--- src/rtl/rst_ce_sequencer.sv ---
// Block reset / clock-enable sequencer: holds rst_out after a reset request,
// waits a gap, then runs a (optionally divided) clock enable until the next request.
module rst_ce_sequencer #(
  parameter int unsigned RST_HOLD = 4,
  parameter int unsigned CE_DELAY = 2,
  parameter int unsigned CE_DIV   = 1,
  parameter int unsigned CNT_W    = 8
) (
  input  logic             clk,
  input  logic             rst,
  input  logic             soft_rst,
  input  logic             pause,
  output logic             rst_out,
  output logic             ce,
  output logic             ready,
  output logic [CNT_W-1:0] seq_count
);

  localparam int unsigned MAX_A = (RST_HOLD > CE_DELAY) ? RST_HOLD : CE_DELAY;
  localparam int unsigned MAX_V = (MAX_A > CE_DIV) ? MAX_A : CE_DIV;
  localparam int unsigned CW    = (MAX_V < 1) ? 1 : $clog2(MAX_V + 1);

  localparam logic [CW-1:0]    HOLD_LOAD = CW'(RST_HOLD - 1);
  localparam logic [CW-1:0]    GAP_LOAD  = CW'(CE_DELAY - 1);
  localparam logic [CW-1:0]    DIV_LAST  = CW'(CE_DIV - 1);
  localparam logic [CNT_W-1:0] SEQ_MAX   = {CNT_W{1'b1}};

  typedef enum logic [1:0] {
    S_RESET = 2'd0,
    S_HOLD  = 2'd1,
    S_GAP   = 2'd2,
    S_RUN   = 2'd3
  } state_t;

  state_t           state, state_nxt;
  logic [CW-1:0]    cnt, cnt_nxt;
  logic [CW-1:0]    div, div_nxt;
  logic [CW-1:0]    div_adv;
  logic             rst_out_nxt, ce_nxt, ready_nxt;
  logic [CNT_W-1:0] seq_nxt;
  logic             req;

  assign req = rst | soft_rst;

  // State register
  always_ff @(posedge clk) begin
    if (rst) begin
      state <= S_RESET;
    end else begin
      state <= state_nxt;
    end
  end

  // Next-state logic
  always_comb begin
    state_nxt = state;
    if (req) begin
      state_nxt = S_RESET;
    end else begin
      unique case (state)
        S_RESET: state_nxt = S_HOLD;
        S_HOLD:  if (cnt == '0) state_nxt = S_GAP;
        S_GAP:   if (cnt == '0) state_nxt = S_RUN;
        S_RUN:   state_nxt = S_RUN;
        default: state_nxt = S_RESET;
      endcase
    end
  end

  // Output and counter next values; every output is the flop of one of these
  always_comb begin
    cnt_nxt     = cnt;
    div_nxt     = div;
    rst_out_nxt = rst_out;
    ce_nxt      = ce;
    ready_nxt   = ready;
    seq_nxt     = seq_count;
    div_adv     = (div == DIV_LAST) ? '0 : CW'(div + CW'(1));
    if (req) begin
      cnt_nxt     = '0;
      div_nxt     = '0;
      rst_out_nxt = 1'b1;
      ce_nxt      = 1'b0;
      ready_nxt   = 1'b0;
      if (rst) seq_nxt = '0;
    end else begin
      unique case (state)
        S_RESET: begin
          cnt_nxt     = HOLD_LOAD;
          rst_out_nxt = 1'b1;
          ce_nxt      = 1'b0;
          ready_nxt   = 1'b0;
        end
        S_HOLD: begin
          if (cnt == '0) begin
            rst_out_nxt = 1'b0;
            cnt_nxt     = GAP_LOAD;
          end else begin
            cnt_nxt = CW'(cnt - CW'(1));
          end
        end
        S_GAP: begin
          if (cnt == '0) begin
            ce_nxt    = 1'b1;
            ready_nxt = 1'b1;
            div_nxt   = '0;
            if (seq_count != SEQ_MAX) seq_nxt = CNT_W'(seq_count + CNT_W'(1));
          end else begin
            cnt_nxt = CW'(cnt - CW'(1));
          end
        end
        S_RUN: begin
          // A paused cycle freezes the divider so the enable phase resumes intact
          if (pause) begin
            ce_nxt = 1'b0;
          end else begin
            div_nxt = div_adv;
            ce_nxt  = (div_adv == '0);
          end
        end
        default: begin
          rst_out_nxt = 1'b1;
          ce_nxt      = 1'b0;
          ready_nxt   = 1'b0;
        end
      endcase
    end
  end

  // Registered outputs and counters
  always_ff @(posedge clk) begin
    if (rst) begin
      cnt       <= '0;
      div       <= '0;
      rst_out   <= 1'b1;
      ce        <= 1'b0;
      ready     <= 1'b0;
      seq_count <= '0;
    end else begin
      cnt       <= cnt_nxt;
      div       <= div_nxt;
      rst_out   <= rst_out_nxt;
      ce        <= ce_nxt;
      ready     <= ready_nxt;
      seq_count <= seq_nxt;
    end
  end

endmodule

--- config.mk ---
export PLATFORM = sky130hd
export DESIGN_NAME = rst_ce_sequencer
export DESIGN_NICKNAME = d
export VERILOG_FILES = /design/src/rtl/rst_ce_sequencer.sv
export SDC_FILE = /design/constraint.sdc
export NUM_CORES = 1
export LEC_CHECK = 0
export CAP_MARGIN = 30
export CORE_MARGIN = 3
export CORE_UTILIZATION = 30
export DETAILED_ROUTE_END_ITERATION = 16
export DONT_BUFFER_PORTS = 1
export MAX_ROUTING_LAYER = met4
export PLACE_DENSITY = 0.52
export SYNTH_ARGS = -nofsm -noshare
export SYNTH_HDL_FRONTEND = slang
export SYNTH_SLANG_ARGS = --single-unit
--- constraint.sdc ---
create_clock -name clk -period 4.9 [get_ports clk]
set_input_delay 1.225 -clock clk [delete_from_list [all_inputs] [get_ports clk]]
set_output_delay 1.225 -clock clk [all_outputs]
set_load 0.02 [all_outputs]
Word level (Yosys, flattened, before mapping)
Cells that the tools add are included.
- add/sub/neg operators: 3
- multiply operators: 0
- div/mod/pow operators: 0
- order comparisons: 0
- eq/ne operators: 8
- shifts and indexed selects: 0
- multiplexer cells: 16
- bitwise gates (word level): 2
- reductions and logical operators: 17
- operators with widths (cell ; count):
    3-bit two-way mux ; 5
    2-bit AND reduction ; 5
    3-bit zero test ; 3
    3-bit case mux with 3 select lines ; 1
    8-bit by 1-bit adder with 8-bit output (second input constant) ; 1
    2-bit != test (second input constant) ; 4
    8-bit != test (second input constant) ; 1
    2-bit case mux with 4 select lines ; 1
    3-bit case mux with 2 select lines ; 1
    2-bit nonzero test ; 3
    3-bit nonzero test ; 2
    2-bit equality test (second input constant) ; 2
    2-bit two-way mux ; 2
    1-bit case mux with 2 select lines ; 2
    4-bit AND reduction ; 1
    3-bit by 1-bit adder with 3-bit output (second input constant) ; 1
    1-bit two-way mux ; 3
    1-bit case mux with 3 select lines ; 1
    3-bit AND reduction ; 1
    3-bit by 1-bit subtractor with 3-bit output (second input constant) ; 1
    2-bit by 1-bit equality test with 1-bit output (second input constant) ; 1
    2-bit zero test ; 1
    2-bit OR reduction ; 1
    1-bit NOT ; 1
    1-bit bitwise OR ; 1
- bits in registers: 19
- bits in latches: 0
- RAM bits: 0
- memory bits (read-only): 0
- input bits: 4
- output and inout port bits: 11
- memories: 0

Logic depth before layout (Yosys ltp)
Gate-level depths: netlist (run 1).
- depth after elaboration: 5
- depth in mapped cells: 7
- gate-level depth less buffers: 6

Worst setup path before layout (run 1)
No wires, ideal clock.
- kind: input port to flip-flop
- start point: in rst
- end point: reg seq_count[4]
- library setup time: 0.070 ns
- arrival time: 2.208 ns
- data required time: 4.830 ns
- setup slack: 2.622 ns
- stages: 6
- buffers on the path: 2
- path through: buf_2 > nor2_4 > o211ai_2 > buf_6 > or3_1 > a21oi_1
- word-level cells in the longest chain between the ends: 3
- ends and longest elaborated chain (element ; RTL line ; source):
    start: declaration ; 10 ; input logic rst,
    1-bit bitwise OR ; 43 ; assign req = rst | soft_rst;
    1-bit NOT (no line) ; - ;
    4-bit AND reduction (no line) ; - ;
    end signal: assignment ; 145 ; seq_count <= seq_nxt;
    end: declaration ; 16 ; output logic [CNT_W-1:0] seq_count
Several ways; a longest one is shown, not always the timed one.
A chain may end at the register's enable or synchronous reset.

Worst setup path in the final report (run 1)
- start point: reg state[0]
- end point: reg seq_count[5]
- word-level cells in the longest chain between the ends: 2
- ends and longest elaborated chain (element ; RTL line ; source):
    start: declaration ; 35 ; state_t state, state_nxt;
    start signal: assignment ; 50 ; state <= state_nxt;
    2-bit equality test ; 87 ; unique case (state)
    4-bit AND reduction (no line) ; - ;
No other way between the ends.

==> out/metrics.yaml, run 1 <==
grt_max_degree: 15
synth_ff_type: "dfxtp_1"
setup_viol: 0
hp-class: "register to register"
hold_violations: 0
die_w_um: 65.6
ctsResizeCount: 0
p_total_uw: 277
yosys_register_bits: 19
cp-end-kind: "register"
dieArea_mm2: 0.00431
routedWlPerCell_um: 12.0
first_pass_iters: 4
r2r_slack_ps: 2740
synth-edff-count: 0
ioPinCount: 15
clockBufferDepth: 2
start_util_pct: 31.5
grt_usage_pct: 10.9
vias: 876
crit_path_start_kind: "register"
placed_cell_area_mm2: 0.00110
n_fill_cell: 359
die_h_um: 65.6
fin_skew_ps: 10.9
crit_chain: "inv_1 > ha_1 > and3b_1 > o211ai_2 > or4_1 > a21oi_1"
critPathMaxFanout: 14
final_max_slew_viol_count: 0
gp_congestion: 0.844
worst_pin_slew_ps: 509
area_delta_synth_final_pct: 5.98
period_share_pct: 44.1
cts_buffers: 3
grt-busiest-layer: "met2"
grt_antenna_before_repair: 0
vdd.ir_drop.worst_uv: 70.4
grt-ovfl-total: 0
numPortBuffers: 0
syn_inst: 125
yosysUniqueCellTypes: 35
initialDrtViolationCount: 61
use_met2_pct: 18.8
clkSinkCount: 19
powerDensity_mw_per_mm2: 245
status: "finished clean"
synth.cell_area_mm2: 0.00107
cap_violations: 0
root_buffer: "clkbuf_4"
post_cts_buffers: 0
grt_pass1_wl_um: 3630
cp.arrival_ps: 2410
slowest_delay_ps: 530
route.detailed.drc: 0
required_ps: 5140
fp.coreArea_mm2: 0.00339
whs_ps: 486
wirelength_um: 2050
via_per_inst: 5.12
dp_hpwl_um: 1580
cts_tree: "built"
clock_latency_ps: 300
path_class: "register to register"
finalSetupTns_ps: 0
grt_pass1_vias: 858
synth-seq-area-share_pct: 35.6
worst-path-buf-inv: 1
clk_pin_slew_ps: 120
final_antenna_net_count: 0
drive_gt1_share_pct: 5.60
fin_crit_ps: 2160
synthesis.nets: 140
leakagePower_uw: 0.000402
num_rows: 21
final_area_mm2: 0.00113
maxSlewHeadroom_pct: 65.7
met1_usage_pct: 12.2
nNetsFinal: 141
cpMaxStageDelayCell: "or4_1"
cp_top_family: "simple AND/OR/NAND/NOR gates"
yosys_warnings: 0
diodes: 0
grt_use_met3_pct: 1.54
synth.avg_cell_area_um2: 8.54
async_reset_ff_share_pct: 0
clock.fmax_mhz: 462
hold_buffers: 0
rsz0062_at_grt: "no"
cts.htree.levels: 1
-- synth_stat cells, drive strengths merged (2+ instances only) --
cell type  instances  share of area (%)
dfxtp             19                 36
a21oi             15                7.0
ha                11                 13
o21ai             10                4.7
nand2              9                3.2
inv                8                2.8
nor2               8                3.5
nand3              5                2.3
nand2b             4                2.3
or3                4                2.3
a211oi             3                2.1
o31ai              3                2.1
or4                3                2.1
buf                2                1.5
clkbuf             2               0.70
xor2               2                1.6
-- per-stage QoR --
step	cells	setup WS [ps]	util (%)
final	171	2740	33.4
after global routing	171	2560	33.4
after CTS	171	2740	33.4
after detailed placement	167	2550	32.5
after global placement	167	2590	32.5
after floorplan	125	2620	-
-- power by group --
group | switching [µW] | internal, µW | leakage, µW
Clock | 49.8 | 31.0 | 0.0000139
Sequential | 3.69 | 158 | 0.000154
Combinational | 21.6 | 13.3 | 0.000234
-- worst min-delay path: cells and delay by family, from the launching register on --
family	cells	cell delay [ps]
AO/OA/AOI/OAI	1	50
AND/OR/NAND/NOR	1	60
flip-flops	1	340
-- placed cells by master, fill, tap and decap left out, types with 2 or more instances in the layout --
master,n
o21ai_0,10
clkbuf_4,3
or3_1,4
a211oi_1,3
nand2_1,9
a21oi_1,15
xor2_1,2
ha_1,11
nand2b_1,4
dfxtp_1,19
inv_1,8
nor2_1,7
o31ai_1,3
or4_1,3
nand3_1,5
-- sequential cells by signal, summed over array words and instances, names as in the netlist --
signal,count
rst_out,1
ready,1
cnt,3
ce,1
state,2
div,3
seq_count,8
-- layout make-up --
class	count	area [µm²]	share of cell area, %
clock buffers	3	22.5	1.99
flip-flops and latches	19	380	33.6
clock inverters	1	7.51	0.664
multi-input cells	94	633	56.0
inverters	8	30.0	2.65
well taps	46	57.6	5.09
-- metal layers --
metal	vias up	part of all wire (%)
li1	452	-
met1	411	45
met2	11	51
met5	-	0
met4	0	1.1
met3	2	3.3
-- path summary, 6_finish.rpt --
check        startpoint      endpoint  depth (start not counted)
max            state[0]  seq_count[5]                          6
min              div[0]        div[0]                          2
max reg2reg    state[0]  seq_count[5]                          6
min reg2reg      div[0]        div[0]                          2
-- logic make-up (layout without fill, tap and decap cells) --
kind of cell | count (synthesis) | count (layout) | share of synthesized area (%)
xor gates and xnor gates | 2 | 2 | 1.64
AOI/OAI and AO/OA | 39 | 39 | 22.5
buffers and inverters | 12 | 12 | 5.04
muxes | 1 | 1 | 0.938
DFF | 19 | 19 | 35.6
adders and majority gates | 11 | 11 | 12.9
and+or+nand+nor | 41 | 41 | 21.3
No activity file was read; power rests on OpenSTA's default activity.
==> inputs of run 2 (changes only) <==
clock period = 2.2 ns   (was 4.9 ns; I/O delays follow)
==> out/metrics.yaml, run 2 (same netlist as run 1, synthesis figures left out) <==
status: "finished clean"
clkSinkCount: 19  # unchanged
first_pass_iters: 4  # unchanged
initialDrtViolationCount: 81  # +33%
ioPinCount: 15  # unchanged
cts_tree: "built"
final_antenna_net_count: 0  # unchanged
wirelength_um: 2120  # +3.7%
gp_congestion: 0.796  # -5.6%
path_class: "register to register"
fin_crit_ps: 1870  # -296 ps
cap_violations: 0  # unchanged
dp_cells: 170  # +1.8%
via_per_inst: 5.05  # -1.5%
period_share_pct: 84.8  # +41 points
final_area_mm2: 0.00115  # +1.7%
finalSetupTns_ps: 0  # unchanged
powerDensity_mw_per_mm2: 533  # +120%
nNetsFinal: 144  # +2.1%
drive_gt1_share_pct: 7.03  # +1.4 points
final_max_slew_viol_count: 0  # unchanged
hp-class: "input pin to register"
largest-register: "seq_count"
numPortBuffers: 0  # unchanged
area_delta_synth_final_pct: 7.74
hold_violations: 0  # unchanged
route.detailed.drc: 0  # unchanged
multi_input_comb_area_um2: 633  # unchanged
grt_pass1_wl_um: 3820  # +5.3%
leakagePower_uw: 0.000419  # +4.3%
reg_top3: "seq_count (8), cnt (3), div (3)"
grt-ovfl-total: 0  # unchanged
die_w_um: 65.6  # unchanged
num_rows: 21  # unchanged
root_buffer: "clkbuf_4"
critPathMaxFanout: 14  # unchanged
layout_commonest_cell: "dfxtp_1"
stdcell_count: 174  # +1.8%
grt_antenna_before_repair: 0  # unchanged
cp.arrival_ps: 2090  # -320 ps
cpMaxStageDelayCell: "or4_1"
fin_util_pct: 33.9  # +0.55 points
fin_skew_ps: 2.32  # -8.57 ps
hold_buffers: 0  # unchanged
worst_pin_slew_ps: 548  # +38.9 ps
clk_pin_slew_ps: 110  # about the same
crit_chain: "inv_1 > ha_1 > and3b_1 > o211ai_2 > or4_1 > a21oi_1"
grt_usage_pct: 11.2  # +0.29 points
vdd.ir_drop.worst_uv: 126  # +78%
start_util_pct: 31.5  # unchanged
clockBufferDepth: 2  # unchanged
cts.htree.levels: 1  # unchanged
required_ps: 2430  # -2710 ps
die_h_um: 65.6  # unchanged
fp.coreArea_mm2: 0.00339  # unchanged
crit_path_start_kind: "register"
slowest_delay_ps: 540  # about the same
grt_max_degree: 15  # unchanged
setup_viol: 0  # unchanged
cp_top_family: "simple AND/OR/NAND/NOR gates"
clock.fmax_mhz: 536  # +16%
maxSlewHeadroom_pct: 63.4  # -2.3 points
n_fill_cell: 351  # -2.2%
cts_buffers: 3  # unchanged
placed_cell_area_mm2: 0.00112  # +2.0%
dieArea_mm2: 0.00431  # unchanged
seqCellArea_um2: 380  # unchanged
routedWlPerCell_um: 12.2  # +1.9%
dp_hpwl_um: 1640  # +3.8%
largest_reg_flops: 8  # unchanged
cp-end-kind: "register"
diodes: 0  # unchanged
whs_ps: 314  # -172 ps
mostFrequentLayoutCells: "dfxtp_1, a21oi_1, ha_1"
clock_latency_ps: 290  # about the same
rsz0062_at_grt: "no"
ctsResizeCount: 0  # unchanged
vias: 878  # +0.23%
post_cts_buffers: 0  # unchanged
grt_pass1_vias: 904  # +5.4%
worst-path-buf-inv: 1  # unchanged
## run 2: changes by cell type in the layout (fill, tap and decap cells not counted), sizes merged
cell      delta
clkinvlp     -1
clkbuf       +1
buf          +3
## run 2: cell type report
cell class / count / area share, %
multi-input cells: 94 / 55.1
clock buffers: 4 / 2.29
flip-flops and latches: 19 / 33.1
repair buffers: 3 / 1.96
inverters: 8 / 2.61
well taps: 46 / 5.01
## run 2: power by group
group | switching, µW | leakage, µW | internal, µW
combinational | 50.4 | 0.000251 | 30.8
sequential | 7.15 | 0.000154 | 351
clock | 103 | 0.0000150 | 70.4
## run 2: worst paths after layout
check / end / from / cells after the start / slack, ps
max: seq_count[5] / state[0] / 6 / 330
min: seq_count[2] / rst / 1 / 310
max reg2reg: seq_count[5] / state[0] / 6 / 330
min reg2reg: div[0] / div[0] / 2 / 490
## run 2: per-stage QoR
| step | setup slack (ps) | power (µW) |
|---|---|---|
| 2_1_floorplan | 593 | 432 |
| 3_3_place_gp | 446 | 446 |
| 3_5_place_dp | 371 | 449 |
| 4_1_cts | 328 | 626 |
| 5_1_grt | 56.7 | 652 |
| 6_report | 333 | 613 |
## run 2: per-layer routing
metal / routed length (µm) / up-vias / global-route usage (%)
li1: - / 456 / -
met1: 1010 / 410 / 13.3
met2: 1030 / 10 / 18.8
met3: 58 / 2 / 1.88
met4: 23 / 0 / 4.15
met5: 0 / - / -
